**config.mk**
```make
export PLATFORM = sky130hd
export DESIGN_NAME = arb_fixed_prio
export DESIGN_NICKNAME = d
export VERILOG_FILES = /design/src/rtl/arb_pkg.sv /design/src/rtl/arb_fp_pick.sv /design/src/rtl/arb_fixed_prio.sv
export SDC_FILE = /design/constraint.sdc
export NUM_CORES = 1
export LEC_CHECK = 0
export ABC_AREA = 0
export BUFFER_PORTS_ARGS = -buffer_cell sky130_fd_sc_hd__buf_2
export CAP_MARGIN = 5
export CORE_AREA = 3 3 40 42
export CTS_CLUSTER_SIZE = 20
export DETAILED_ROUTE_END_ITERATION = 10
export DIE_AREA = 0 0 43 45
export SYNTH_ARGS = -nofsm -noshare
export SYNTH_HDL_FRONTEND = slang
export SYNTH_HIERARCHICAL = 1
export SYNTH_SLANG_ARGS = --single-unit
export TNS_END_PERCENT = 30
```
**constraint.sdc**
```tcl
create_clock -name clk -period 3.1 [get_ports clk]
set_input_delay 0.155 -clock clk [delete_from_list [all_inputs] [get_ports clk]]
set_output_delay 0.155 -clock clk [all_outputs]
set_load 0.01 [all_outputs]
```
**src/rtl/arb_pkg.sv**
```systemverilog
// Shared arbiter helpers: pointer sanitising and one-hot to binary encoding.
// Vectors are handled at ARB_MAX_W bits; callers zero-extend on the way in
// and truncate on the way out, so one function serves every WIDTH up to 64.
package arb_pkg;

  localparam int unsigned ARB_MAX_W = 64;
  localparam int unsigned ARB_IDX_W = 6;

  typedef logic [ARB_MAX_W-1:0] arb_vec_t;
  typedef logic [ARB_IDX_W-1:0] arb_idx_t;

  // Lowest set bit of vec; an all-zero vector selects bit 0.
  function automatic arb_vec_t sanitise_onehot(input arb_vec_t vec);
    arb_vec_t low;
    low = vec & (~vec + arb_vec_t'(1));
    if (vec == '0) low = arb_vec_t'(1);
    return low;
  endfunction

  // Binary index of a one-hot vector; zero input gives index 0.
  function automatic arb_idx_t onehot2idx(input arb_vec_t vec);
    arb_idx_t idx;
    idx = '0;
    for (int unsigned i = 0; i < ARB_MAX_W; i++) begin
      if (vec[i]) idx = idx | arb_idx_t'(i);
    end
    return idx;
  endfunction

endpackage

```
**src/rtl/arb_fp_pick.sv**
```systemverilog
// Combinational wrap-around priority picker. prio must be one-hot; the
// winner is the first requester at or above the pointer, else the lowest
// requester below it.
module arb_fp_pick #(
  parameter int unsigned WIDTH = 4
) (
  input  logic [WIDTH-1:0] vld,
  input  logic [WIDTH-1:0] prio,
  output logic [WIDTH-1:0] gnt
);

  logic [WIDTH-1:0] upper;
  logic [WIDTH-1:0] cand;

  // Mask off requesters below the pointer, fall back to all requesters
  // (the wrapped part of the scan), then isolate the lowest set bit.
  always_comb begin
    upper = vld & ~(prio - WIDTH'(1));
    cand  = (upper != '0) ? upper : vld;
    gnt   = cand & (~cand + WIDTH'(1));
  end

endmodule

```
**src/rtl/arb_fixed_prio.sv**
```systemverilog
// N-way priority arbiter with a programmable one-hot pointer and a
// registered one-hot grant. WIDTH must be in 2..64.
// Optional macro ARB_FP_GRANT_HOLD_EN: a granted requester keeps the grant
// for as long as it keeps requesting.
module arb_fixed_prio
  import arb_pkg::*;
#(
  parameter int unsigned WIDTH = 4
) (
  input  logic                     clk,
  input  logic                     rst,
  input  logic [WIDTH-1:0]         v_vld,
  input  logic [WIDTH-1:0]         v_priority,
  output logic [WIDTH-1:0]         v_grant,
  output logic [$clog2(WIDTH)-1:0] grant_idx,
  output logic                     grant_any
);

  localparam int unsigned IDX_W = $clog2(WIDTH);

  logic [WIDTH-1:0] prio_clean;
  logic [WIDTH-1:0] pick_gnt;
  logic [WIDTH-1:0] grant_next;

  assign prio_clean = WIDTH'(sanitise_onehot(arb_vec_t'(v_priority)));

  arb_fp_pick #(
    .WIDTH (WIDTH)
  ) u_pick (
    .vld  (v_vld),
    .prio (prio_clean),
    .gnt  (pick_gnt)
  );

  // Next grant: fresh pick, or the current holder while it still requests.
  always_comb begin
`ifdef ARB_FP_GRANT_HOLD_EN
    grant_next = ((v_grant & v_vld) != '0) ? v_grant : pick_gnt;
`else
    grant_next = pick_gnt;
`endif
  end

  // Grant register with index and any-flag derived from the same next value.
  always_ff @(posedge clk) begin
    if (rst) begin
      v_grant   <= '0;
      grant_idx <= '0;
      grant_any <= 1'b0;
    end else begin
      v_grant   <= grant_next;
      grant_idx <= IDX_W'(onehot2idx(arb_vec_t'(grant_next)));
      grant_any <= |grant_next;
    end
  end

`ifndef SYNTHESIS
  // Warn when more than one pointer bit is set (zero is a legal tie-off).
  always_ff @(posedge clk) begin
    if (!rst) begin
      assert ($onehot0(v_priority))
        else $warning("arb_fixed_prio: v_priority has multiple bits set, lowest used");
    end
  end
`endif

endmodule

```
==> qor.yml <==
status: "finished, final reports clean"
clock_path_buffers: 2
synth_compound_area_share_pct: 16.6
die-area_mm2: 0.00194
syn_nets: 57
place_inst: 77
dp_hpwl_um: 715
worstMarginPinSlew_ps: 394
arrival_ps: 1940
vias_per_cell: 4.73
hold_slack_ps: 156
required_ps: 3280
final_util_pct: 40.8
fillerInstances: 143
synth_cells: 46
cp_max_fo: 4
cts_setup_buffers: 0
antenna_found_initial: 0
htree_num_levels: 1
io_buffer_count: 16
synthMuxAreaShare_pct: 0
period_share_pct: 56.7
synthAdderAreaFrac_pct: 3.13
grt_max_degree: 8
crit_path_start: "v_priority[1]"
path_delay_family: "simple AND/OR/NAND/NOR gates"
leakage_nw: 0.253
synth_top_area_share_pct: 35.1
vias: 383
postCtsHoldBufs: 0
synth_top_family_by_area: "simple AND/OR/NAND/NOR gates"
netlist_top_cells_count: "7 x dfxtp_1, 6 x nor2_1, 5 x nor2b_1"
hold_path_class: "primary input to flip-flop"
cp-endpoint: "grant_any"
fp.dieW_um: 43
synth-seq-cells: 7
postLayoutCellArea_um2: 524
layout_min_cycle_time_ps: 1760
avgSynthCellArea_um2: 8.68
crit_slowest_cell: "or4_4"
crit_cells: 8
die_h_um: 45
root_buffer: "clkbuf_4"
synth_xor_area_share_pct: 2.19
fmax_mhz: 569
slew-limit-headroom_pct: 73.5
final_nets: 78
end_kind: "flip-flop"
grt_use_total_pct: 8.92
first_global_vias: 324
drc: 0
drive_gt1_share_pct: 36.4
area_growth_pct: 31.3
cpPeakStageDelay_ps: 560
synth-main-ff-cell: "dfxtp_1"
rsz0062_at_grt: "no"
crit_path_cell_trace: "buf_2, nor3_1, or2_1, or4_4, and3_4, o41ai_2, nor2_1, a21oi_1"
gp_congestion: 0.704
ir_drop_mv: 0.118
finalHoldViolCount: 0
synthesis.area_um2: 399
ys_seq_area_share_pct: 35.1
multi_input_area_um2: 244
synthSimpleGateAreaFrac_pct: 39.2
overflow: 0
path_clk_slew_ps: 50
cts.sinks: 7
cts-resized-gates: 0
drt-total-wl_um: 824
setup_tns_ps: 0
synthArstFlopShare_pct: 0
rows: 13
p_per_area_mw_per_mm2: 458
synth_edf_count: 0
synth_most_common_cell: "dfxtp_1"
min_from: "rst"
placed_area_um2: 498
cts_tree: "done"
crit_type: "primary input to flip-flop"
start_util_pct: 31.1
setup_viol: 0
maxSlewViolCount: 0
first_pass_iters: 4
final_cells: 81
core_area_mm2: 0.00128
wire_per_inst_um: 10.2
start_kind: "primary input"
grt_pass1_wl_um: 1230
diodes: 0
cts_buffers: 3
cp_num_buf_inv: 1
drt_iter0_drc: 3
yosys.area.top_type: "dfxtp_1"
drv_cap: 0
register_area_um2: 140
yosysUniqueCellTypes: 21
ioPinCount: 17
postRouteAntennaNets: 0
synth_area_leaders: "dfxtp_1 35%, o41ai_2 8.2%, nor2b_1 7.8%"
yosysWarnings: 6
## kinds of logic (layout without fill, tap and decap cells)
group / count (synthesis) / count (layout)
simple gates: 26 / 26
compound gates: 7 / 7
flops: 7 / 7
buf+inv: 4 / 24
fa+ha+maj: 1 / 1
xor+xnor: 1 / 1
## layout by cell type, fill, tap and decap left out, drive strengths merged
cell type / n
nor3b: 1
dfxtp: 7
nand4: 1
nand2: 4
nand3: 2
nor2: 6
and3: 1
or4: 1
a21oi: 2
clkbuf: 4
or2: 1
o41ai: 2
nor4b: 1
nand4b: 1
o32ai: 1
ha: 1
buf: 16
and2: 1
o31ai: 2
nor2b: 5
nor3: 1
inv: 4
xnor2: 1
## state kept, by name, summed over array words and instances, names as in the netlist
signal / count
v_grant: 4
grant_idx: 2
grant_any: 1
## how the worst min path moves through the flow
stage | slack (ps) | endpoint | depth (start not counted)
2_1_floorplan | 220 | grant_any | 1
3_3_place_gp | 410 | v_grant[3] | 2
3_5_place_dp | 410 | v_grant[1] | 2
4_1_cts | 150 | grant_idx[0] | 2
5_1_grt | 160 | v_grant[1] | 2
6_report | 160 | grant_idx[0] | 2
## through the flow
stage / setup WS [ps] / power (mW)
2_1_floorplan: 1340 / 0.139
3_3_place_gp: 1120 / 0.160
3_5_place_dp: 1090 / 0.162
4_1_cts: 1360 / 0.245
5_1_grt: 1280 / 0.255
6_report: 1340 / 0.240
## report_power, final
part / internal [mW] / switching [mW]
logic: 0.0276 / 0.0327
registers: 0.0978 / 0.00141
clock network: 0.0490 / 0.0315
total: 0.174 / 0.0656
## area by class of cell
class / instances / area share (%)
Multi-Input combinational cell: 35 / 46.5
Sequential cell: 7 / 26.7
Timing Repair Buffer: 16 / 15.3
Clock buffer: 4 / 5.01
Tap cell: 15 / 3.58
Inverter: 4 / 2.86
## layer usage
metal	part of all wire, %	vias to the layer above	global-route usage (%)
met4	0.85	0	7.23
met5	0	-	0
met2	45	14	14.1
li1	-	203	-
met1	44	164	9.18
met3	10	2	3.98
(Power assumes the default switching activity.)
